==> config.mk <==
export PLATFORM = sky130hd
export DESIGN_NAME = dvs_event_fifo_param
export DESIGN_NICKNAME = d
export VERILOG_FILES = /design/src/rtl/dvs_event_fifo_param.sv
export SDC_FILE = /design/constraint.sdc
export NUM_CORES = 1
export LEC_CHECK = 0
export CAP_MARGIN = 20
export CORE_MARGIN = 4
export CORE_UTILIZATION = 32
export DETAILED_ROUTE_END_ITERATION = 7
export PLACE_DENSITY = 0.59
export SYNTH_ARGS = -nofsm -noshare
export SYNTH_HDL_FRONTEND = slang
export SYNTH_SLANG_ARGS = --single-unit
export TNS_END_PERCENT = 30
==> constraint.sdc <==
create_clock -name clk -period 7.3 [get_ports clk]
set_input_delay 1.095 -clock clk [delete_from_list [all_inputs] [get_ports clk]]
set_output_delay 1.095 -clock clk [all_outputs]
set_load 0.005 [all_outputs]
==> src/rtl/dvs_event_fifo_param.sv <==
// dvs_event_fifo_param: first-word-fall-through event FIFO for DVS event words.
// Supports any DEPTH (including non-power-of-two) and an optional overwrite
// mode that evicts the oldest entry on push-when-full.
// Optional statistics (overflow_cnt, hwm, clr_stats) are compiled in only when
// the macro DVS_FIFO_STATS_EN is defined; otherwise those outputs read zero.
module dvs_event_fifo_param #(
    parameter int EVENT_W   = 32,
    parameter int DEPTH     = 16,
    parameter int OVERWRITE = 0,
    parameter int AF_LEVEL  = DEPTH - 2
) (
    input  logic                       clk,
    input  logic                       rst_n,
    input  logic                       in_valid,
    output logic                       in_ready,
    input  logic [EVENT_W-1:0]         in_event,
    output logic                       out_valid,
    input  logic                       out_ready,
    output logic [EVENT_W-1:0]         out_event,
    output logic [$clog2(DEPTH+1)-1:0] count,
    output logic                       almost_full,
    input  logic                       clr_stats,
    output logic [15:0]                overflow_cnt,
    output logic [$clog2(DEPTH+1)-1:0] hwm
);

    localparam int CW = $clog2(DEPTH + 1);
    localparam int PW = $clog2(DEPTH);
    localparam logic [PW-1:0] LAST_PTR = PW'(DEPTH - 1);

    logic [EVENT_W-1:0] mem [DEPTH];
    logic [PW-1:0]      rd_ptr;
    logic [PW-1:0]      wr_ptr;
    logic [CW-1:0]      count_next;
    logic               full;
    logic               empty;
    logic               push;
    logic               pop;
    logic               evict;

    // Pointers wrap by explicit compare so any DEPTH works.
    function automatic logic [PW-1:0] ptr_inc(input logic [PW-1:0] p);
        return (p == LAST_PTR) ? '0 : p + PW'(1);
    endfunction

    assign full        = (count == CW'(DEPTH));
    assign empty       = (count == '0);
    assign out_valid   = !empty;
    assign out_event   = mem[rd_ptr];
    assign in_ready    = (OVERWRITE != 0) ? 1'b1 : !full;
    assign almost_full = (count >= CW'(AF_LEVEL));

    assign push  = in_valid && in_ready;
    assign pop   = out_valid && out_ready;
    // Only reachable in overwrite mode: a push into a full FIFO that is not
    // also being popped drops the oldest entry by advancing the read pointer.
    assign evict = push && full && !pop;

    // Next occupancy: push-only grows, pop-only shrinks, push+pop or evict holds.
    always_comb begin
        count_next = count;
        if (push && !pop && !full) begin
            count_next = count + CW'(1);
        end else if (pop && !push) begin
            count_next = count - CW'(1);
        end
    end

    // Event storage; deliberately not reset.
    always_ff @(posedge clk) begin
        if (push) begin
            mem[wr_ptr] <= in_event;
        end
    end

    // Pointer and occupancy state.
    always_ff @(posedge clk or negedge rst_n) begin
        if (!rst_n) begin
            rd_ptr <= '0;
            wr_ptr <= '0;
            count  <= '0;
        end else begin
            count <= count_next;
            if (push) begin
                wr_ptr <= ptr_inc(wr_ptr);
            end
            if (pop || evict) begin
                rd_ptr <= ptr_inc(rd_ptr);
            end
        end
    end

`ifdef DVS_FIFO_STATS_EN
    logic [15:0]   ovf_q;
    logic [CW-1:0] hwm_q;

    // Saturating count of events refused or evicted while full; clear wins.
    always_ff @(posedge clk or negedge rst_n) begin
        if (!rst_n) begin
            ovf_q <= '0;
        end else if (clr_stats) begin
            ovf_q <= '0;
        end else if (in_valid && full && !pop && (ovf_q != 16'hFFFF)) begin
            ovf_q <= ovf_q + 16'd1;
        end
    end

    // High-water mark of occupancy; clear wins.
    always_ff @(posedge clk or negedge rst_n) begin
        if (!rst_n) begin
            hwm_q <= '0;
        end else if (clr_stats) begin
            hwm_q <= '0;
        end else if (count_next > hwm_q) begin
            hwm_q <= count_next;
        end
    end

    assign overflow_cnt = ovf_q;
    assign hwm          = hwm_q;
`else
    logic stats_unused;

    assign overflow_cnt = '0;
    assign hwm          = '0;
    assign stats_unused = clr_stats;
`endif

endmodule

==> results of run 1 <==
==> cell families after synthesis <==
logic type / Yosys count / share of synthesized area (%)
adder cells (fa/ha/maj): 10 / 0.656
other: 1 / 0.0186
AND/OR/NAND/NOR: 86 / 1.93
flip-flops: 525 / 77.7
AO/OA/AOI/OAI: 85 / 3.16
XOR/XNOR: 5 / 0.217
multiplexers: 131 / 14.5
buffers and inverters: 74 / 1.87
==> metrics by stage <==
stage | util, % | area, um^2 | setup slack (ns)
3_5_place_dp | 35.6 | 22100 | 2.97
3_3_place_gp | 35.6 | 22100 | 2.94
2_1_floorplan | - | 20300 | 2.90
6_report | 38.3 | 23700 | 2.52
5_1_grt | 38.3 | 23700 | 2.21
4_1_cts | 38.2 | 23700 | 2.35
==> state kept, by name (all words and copies together) (netlist names) <==
name    cells
wr_ptr      4
rd_ptr      4
count       5
mem       512
==> worst max-delay path, stage by stage, from the launching register on <==
cell             delay (ns)
dfrtp_4                0.95
buf_12                 0.55
mux4_2                 0.58
a22oi_1                0.31
nand2_1                0.14
clkdlybuf4s50_1        0.47
==> final timing paths <==
kind	startpoint	to
worst min register to register	count[0]$_DFFE_PN0P_	count[0]$_DFFE_PN0P_
worst max register to register	count[0]$_DFFE_PN0P_	count[4]$_DFFE_PN0P_
worst min-delay path	count[0]$_DFFE_PN0P_	count[0]$_DFFE_PN0P_
min in group asynchronous	rst_n	wr_ptr[2]$_DFFE_PN0P_
max in group asynchronous	rst_n	rd_ptr[0]$_DFFE_PN0P_
worst max-delay path	rd_ptr[0]$_DFFE_PN0P_	out_event[17]
==> layout by cell type, fill, tap and decap left out, drive strengths merged, types with 13 or more instances in the layout <==
cell	n
conb	21
edfxtp	512
buf	28
dfrtp	13
clkbuf	70
mux4	128
nor2	13
clkinv	21
nand2	46
a22oi	64
clkdlybuf4s50	75
==> power breakdown <==
| part | leakage (uW) | switching, uW | internal (uW) |
|---|---|---|---|
| registers | 0.00478 | 255 | 3600 |
| logic | 0.00187 | 1180 | 1260 |
| clock network | 0.000794 | 1090 | 1440 |
==> metal layers <==
metal	GRT usage, %	share of wire (%)
met3	2.31	4.6
met4	3.12	1.6
met5	0	0
met2	21.9	51
met1	17.3	43
==> area by class of cell <==
| class | count | area, um^2 |
|---|---|---|
| clock buffer | 70 | 1430 |
| tap | 837 | 1050 |
| multi-input combinational | 338 | 4340 |
| sequential | 525 | 15700 |
| inverter | 5 | 18.8 |
| timing repair buffer | 103 | 1000 |
| fill | 5521 | 38300 |
| clock inverter | 28 | 193 |
==> qor.log, run 1 <==
qor: timing.clk_skew 0.0184 ns
qor: setup_path.crit_fanout 73
qor: timing.headroom_to_the_max_slew_limit 24.3%
qor: clock_network.worst_setup_hold_path_clk_slew 0.06 ns
qor: floorplanning.core_region_area 62100 um^2
qor: synth.synth-async-reset-ratio 2.48%
qor: timing.grt_setup_unrepaired no
qor: power_and_ir_drop.power_leakage 0.00744 uW
qor: finish.drive_gt1_share 24.4%
qor: synth.synthDistinctLibCells 39
qor: grt.first_global_vias 9853
qor: setup_path.worstSetupStartpointType flip-flop
qor: clock_network.holdBufCountCts 0
qor: clock_network.ctsRootBufferMaster clkbuf_16
qor: clock_network.clock_latency_reported_for_the_late_side_of_the_worst_skew_pair 0.60 ns
qor: setup_path.critical_path.endpoint_type primary output
qor: floorplanning.fp.dieArea 67200 um^2
qor: job.max-cap-violations 0
qor: routing.routed_wire_length 43300 um
qor: place.replace_congestion 0.723
qor: routing.drt_iter0_drc 732
qor: routing.drtAntennaViolNets 0
qor: floorplanning.chip_width 259 um
qor: synth.synth.largest_area_cell edfxtp_1
qor: clock_network.htree_num_levels 2
qor: outcome.status completed
qor: floorplanning.boundaryPins 98
qor: routing.avgViaCountPerCell 4.89
qor: floorplanning.die_y 259 um
qor: power_and_ir_drop.powerDensity 372 nW/um^2
qor: routing.avgRoutedWirePerCell 22.7 um
qor: timing.tightestPinTransition 1.14 ns
qor: clock_network.cts_tree done
qor: finish.layout.cells.non_filler 1906
qor: setup_path.rr_worst_depth 10
qor: synth.ys.flop_type edfxtp_1
qor: timing.clock.fmax 0.209 GHz
qor: setup_path.timing.setup.critical_path_class flip-flop to primary output
qor: hold_path.hp-class flip-flop to flip-flop
qor: grt.grt_first_pass_wirelength 64600 um
qor: power_and_ir_drop.maximum_ir_drop_on_the_vdd_rail 211 uV
qor: place.input_output_buffers 75
qor: finish.final_nets 1072
qor: timing.fin_tns_setup 0 ns
qor: timing.final_min_period_over_clock_period 65.5%
qor: routing.drt_first_pass_iters 5
qor: timing.final-setup-viol-count 0
qor: synth.syn_area 20200 um^2
qor: floorplanning.std_cell_rows 91
qor: grt.globalRouteOverflowTotal 0
qor: synth.register_area_share_after_synthesis 77.7%
qor: synth.netlist_instances 917
qor: finish.growth_of_design_area_from_synthesis_to_finish 17.5%
qor: synth.synth_top_cell_area_share 76.1%
qor: timing.report.final.hold_viol_count 0
qor: place.dp_cells 1806
qor: grt.total_global_routing_track_utilization 12.9%
qor: clock_network.cts_max_path_buffers 3
qor: clock_network.cts_buffers 52
qor: clock_network.cts_sinks 525
qor: synth.yosysWarningCount 0
qor: power_and_ir_drop.finalPower 8830 uW
qor: synth.ys_top_cells_by_area edfxtp_1 76%, mux4_2 14%, a22oi_1 2.4%
qor: setup_path.worstPathRequired 6.20 ns
qor: synth.yosysMostFrequentCell edfxtp_1
qor: timing.fin_worst_hold_slack 0.632 ns
qor: setup_path.r2r_slack 4.23 ns
qor: floorplanning.initial_util 32.6%
qor: synth.postSynthAreaPerCell 22.0 um^2
qor: hold_path.min_delay_path_depth 1
qor: synth.count_of_flip_flops_with_a_built_in_enable_after_synthesis 512
qor: grt.grt_antenna_before_repair 0
qor: clock_network.post_cts_resized 0
qor: synth.flops_latches_synth 525
qor: setup_path.cp.arrival 3.69 ns
qor: timing.final_period_minus_worst_setup_slack 4.78 ns
qor: synth.post_synth_most_frequent_cells 512 x edfxtp_1, 128 x mux4_2, 64 x a22oi_1, 46 x nand2_1, 23 x clkbuf_1
qor: finish.antenna_cells 0
qor: routing.num_vias 9315
qor: place.dp_hpwl 23300 um
qor: timing.slew_viol_final 0
qor: clock_network.postcts_setup_bufs 0
qor: routing.remaining_drcs 0
qor: grt.grt_start_max_net_pins 74
Note: power is estimated with default switching activity, not from simulation.
==> run 2: changes to the inputs <==
Clock period 7.3 ns to 4.42 ns, I/O delays scaled along.
==> run 2 against run 1 <==
Compared with the run above:
- highest routed layer is now met5
- largest power group unchanged
- final area increased by 1.0%
- clock skew increased by 0.0018 ns
- worst setup slack got worse by 1.9 ns
==> qor.log, run 2 (synthesis gave the netlist of run 1 again) <==
qor: outcome.status completed
qor: routing.routed_wire_length 43900 um
qor: place.dp_hpwl 24800 um
qor: routing.drt_iter0_drc 784
qor: grt.globalRouteOverflowTotal 0
qor: timing.report.final.hold_viol_count 0
qor: clock_network.clock_latency_reported_for_the_late_side_of_the_worst_skew_pair 0.59 ns
qor: floorplanning.boundaryPins 98
qor: timing.clock.fmax 0.260 GHz
qor: finish.layout.cells.non_filler 1912
qor: routing.topRoutingLayerUsed met5
qor: timing.final_min_period_over_clock_period 87.0%
qor: floorplanning.core_region_area 62100 um^2
qor: setup_path.critical_path.endpoint_type primary output
qor: grt.grt_start_max_net_pins 49
qor: timing.final-setup-viol-count 0
qor: routing.met2WireLength 21900 um
qor: hold_path.hp-class input pin to asynchronous set/reset pin
qor: timing.fin_tns_setup 0 ns
qor: finish.largest_register_ffs 512
qor: grt.grt_antenna_before_repair 2
qor: finish.number_of_fillers_in_the_final_layout 5495
qor: clock_network.cts_tree done
qor: timing.clk_skew 0.0202 ns
qor: finish.most_common_cell_after_layout_fill_and_taps_aside edfxtp_1
qor: finish.postLayoutCellArea 24000 um^2
qor: power_and_ir_drop.powerDensity 618 nW/um^2
qor: floorplanning.initial_util 32.6%
qor: setup_path.crit_fanout 20
qor: timing.tightestPinTransition 0.681 ns
qor: clock_network.cts_buffers 52
qor: grt.grt_first_pass_wirelength 66000 um
qor: place.dpl-instance-area 22300 um^2
qor: power_and_ir_drop.maximum_ir_drop_on_the_vdd_rail 435 uV
qor: finish.drive_gt1_share 24.5%
qor: floorplanning.die_y 259 um
qor: timing.grt_setup_unrepaired no
qor: place.dp_cells 1815
qor: floorplanning.std_cell_rows 91
qor: finish.top_register mem
qor: timing.fin_worst_hold_slack 0.484 ns
qor: setup_path.cp.arrival 3.18 ns
qor: routing.dr_wl_met3 2040 um
qor: grt.first_global_vias 9907
qor: power_and_ir_drop.finalPower 14800 uW
qor: timing.slew_viol_final 0
qor: grt.total_global_routing_track_utilization 13.1%
qor: setup_path.timing.setup.critical_path_class flip-flop to primary output
qor: finish.layout.cells.most_common_list 512 x edfxtp_1, 128 x mux4_2, 75 x clkdlybuf4s50_1
qor: routing.remaining_drcs 0
qor: routing.num_vias 9409
qor: place.replace_congestion 0.728
qor: clock_network.postcts_setup_bufs 0
qor: routing.avgRoutedWirePerCell 23.0 um
qor: clock_network.htree_num_levels 2
qor: place.input_output_buffers 75
qor: clock_network.worst_setup_hold_path_clk_slew 0.06 ns
qor: routing.avgViaCountPerCell 4.92
qor: timing.headroom_to_the_max_slew_limit 54.5%
qor: floorplanning.fp.dieArea 67200 um^2
qor: timing.final_period_minus_worst_setup_slack 3.84 ns
qor: floorplanning.chip_width 259 um
qor: clock_network.holdBufCountCts 0
qor: clock_network.cts_max_path_buffers 3
qor: routing.routedLengthMet1 19100 um
qor: setup_path.r2r_slack 1.31 ns
qor: routing.drt_first_pass_iters 7
qor: finish.growth_of_design_area_from_synthesis_to_finish 18.6%
qor: clock_network.ctsRootBufferMaster clkbuf_16
qor: setup_path.worstSetupStartpointType flip-flop
qor: setup_path.worstPathRequired 3.76 ns
qor: finish.final_nets 1079
qor: routing.drtAntennaViolNets 0
qor: clock_network.cts_sinks 525
qor: power_and_ir_drop.power_leakage 0.00753 uW
qor: clock_network.post_cts_resized 0
qor: finish.registers_with_the_most_flip_flops mem: 512 flops, count: 5 flops
qor: job.max-cap-violations 0
-- run 2: final cells by class --
cell class / instances / area, um^2 / area share, %
flip-flops and latches: 525 / 15700 / 65.5
multi-input cells: 338 / 4340 / 18.1
clock buffers: 64 / 1370 / 5.70
repair buffers: 110 / 1210 / 5.06
well taps: 837 / 1050 / 4.37
clock inverters: 32 / 280 / 1.17
inverters: 5 / 18.8 / 0.0783
diodes: 1 / 2.50 / 0.0104
-- run 2: per-layer routing --
layer	vias up	global-route usage, %
met1	5063	18.2
met2	234	21.6
met3	56	2.68
li1	4054	-
met5	-	0
met4	2	3.01
-- run 2: path summary, 6_finish.rpt --
check	endpoint	start	cells past startpoint
max in group asynchronous	rd_ptr[0]$_DFFE_PN0P_	rst_n	1
min	count[1]$_DFFE_PN0P_	rst_n	1
max reg2reg	count[4]$_DFFE_PN0P_	count[1]$_DFFE_PN0P_	10
max	out_event[30]	rd_ptr[0]$_DFFE_PN0P_	5
min in group clk	count[0]$_DFFE_PN0P_	count[0]$_DFFE_PN0P_	1
min reg2reg	count[0]$_DFFE_PN0P_	count[0]$_DFFE_PN0P_	1
-- run 2: critical path, cell delays in order (launching register included) --
cell,delay [ns]
dfrtp_4,0.72
buf_4,0.47
mux4_2,0.57
a22oi_1,0.22
nand2_1,0.13
clkdlybuf4s50_1,0.46
-- run 2: stage by stage --
step / utilization, % / setup WS (ns)
6_report: 38.6 / 0.575
5_1_grt: 38.6 / 0.346
4_1_cts: 38.6 / 0.440
3_5_place_dp: 36.0 / 1.01
3_3_place_gp: 36.0 / 1.03
2_1_floorplan: - / 0.456
-- run 2: power by group --
| part | internal [uW] | switching, uW |
|---|---|---|
| clock | 2480 | 1810 |
| combinational | 2160 | 2110 |
| sequential | 5950 | 304 |
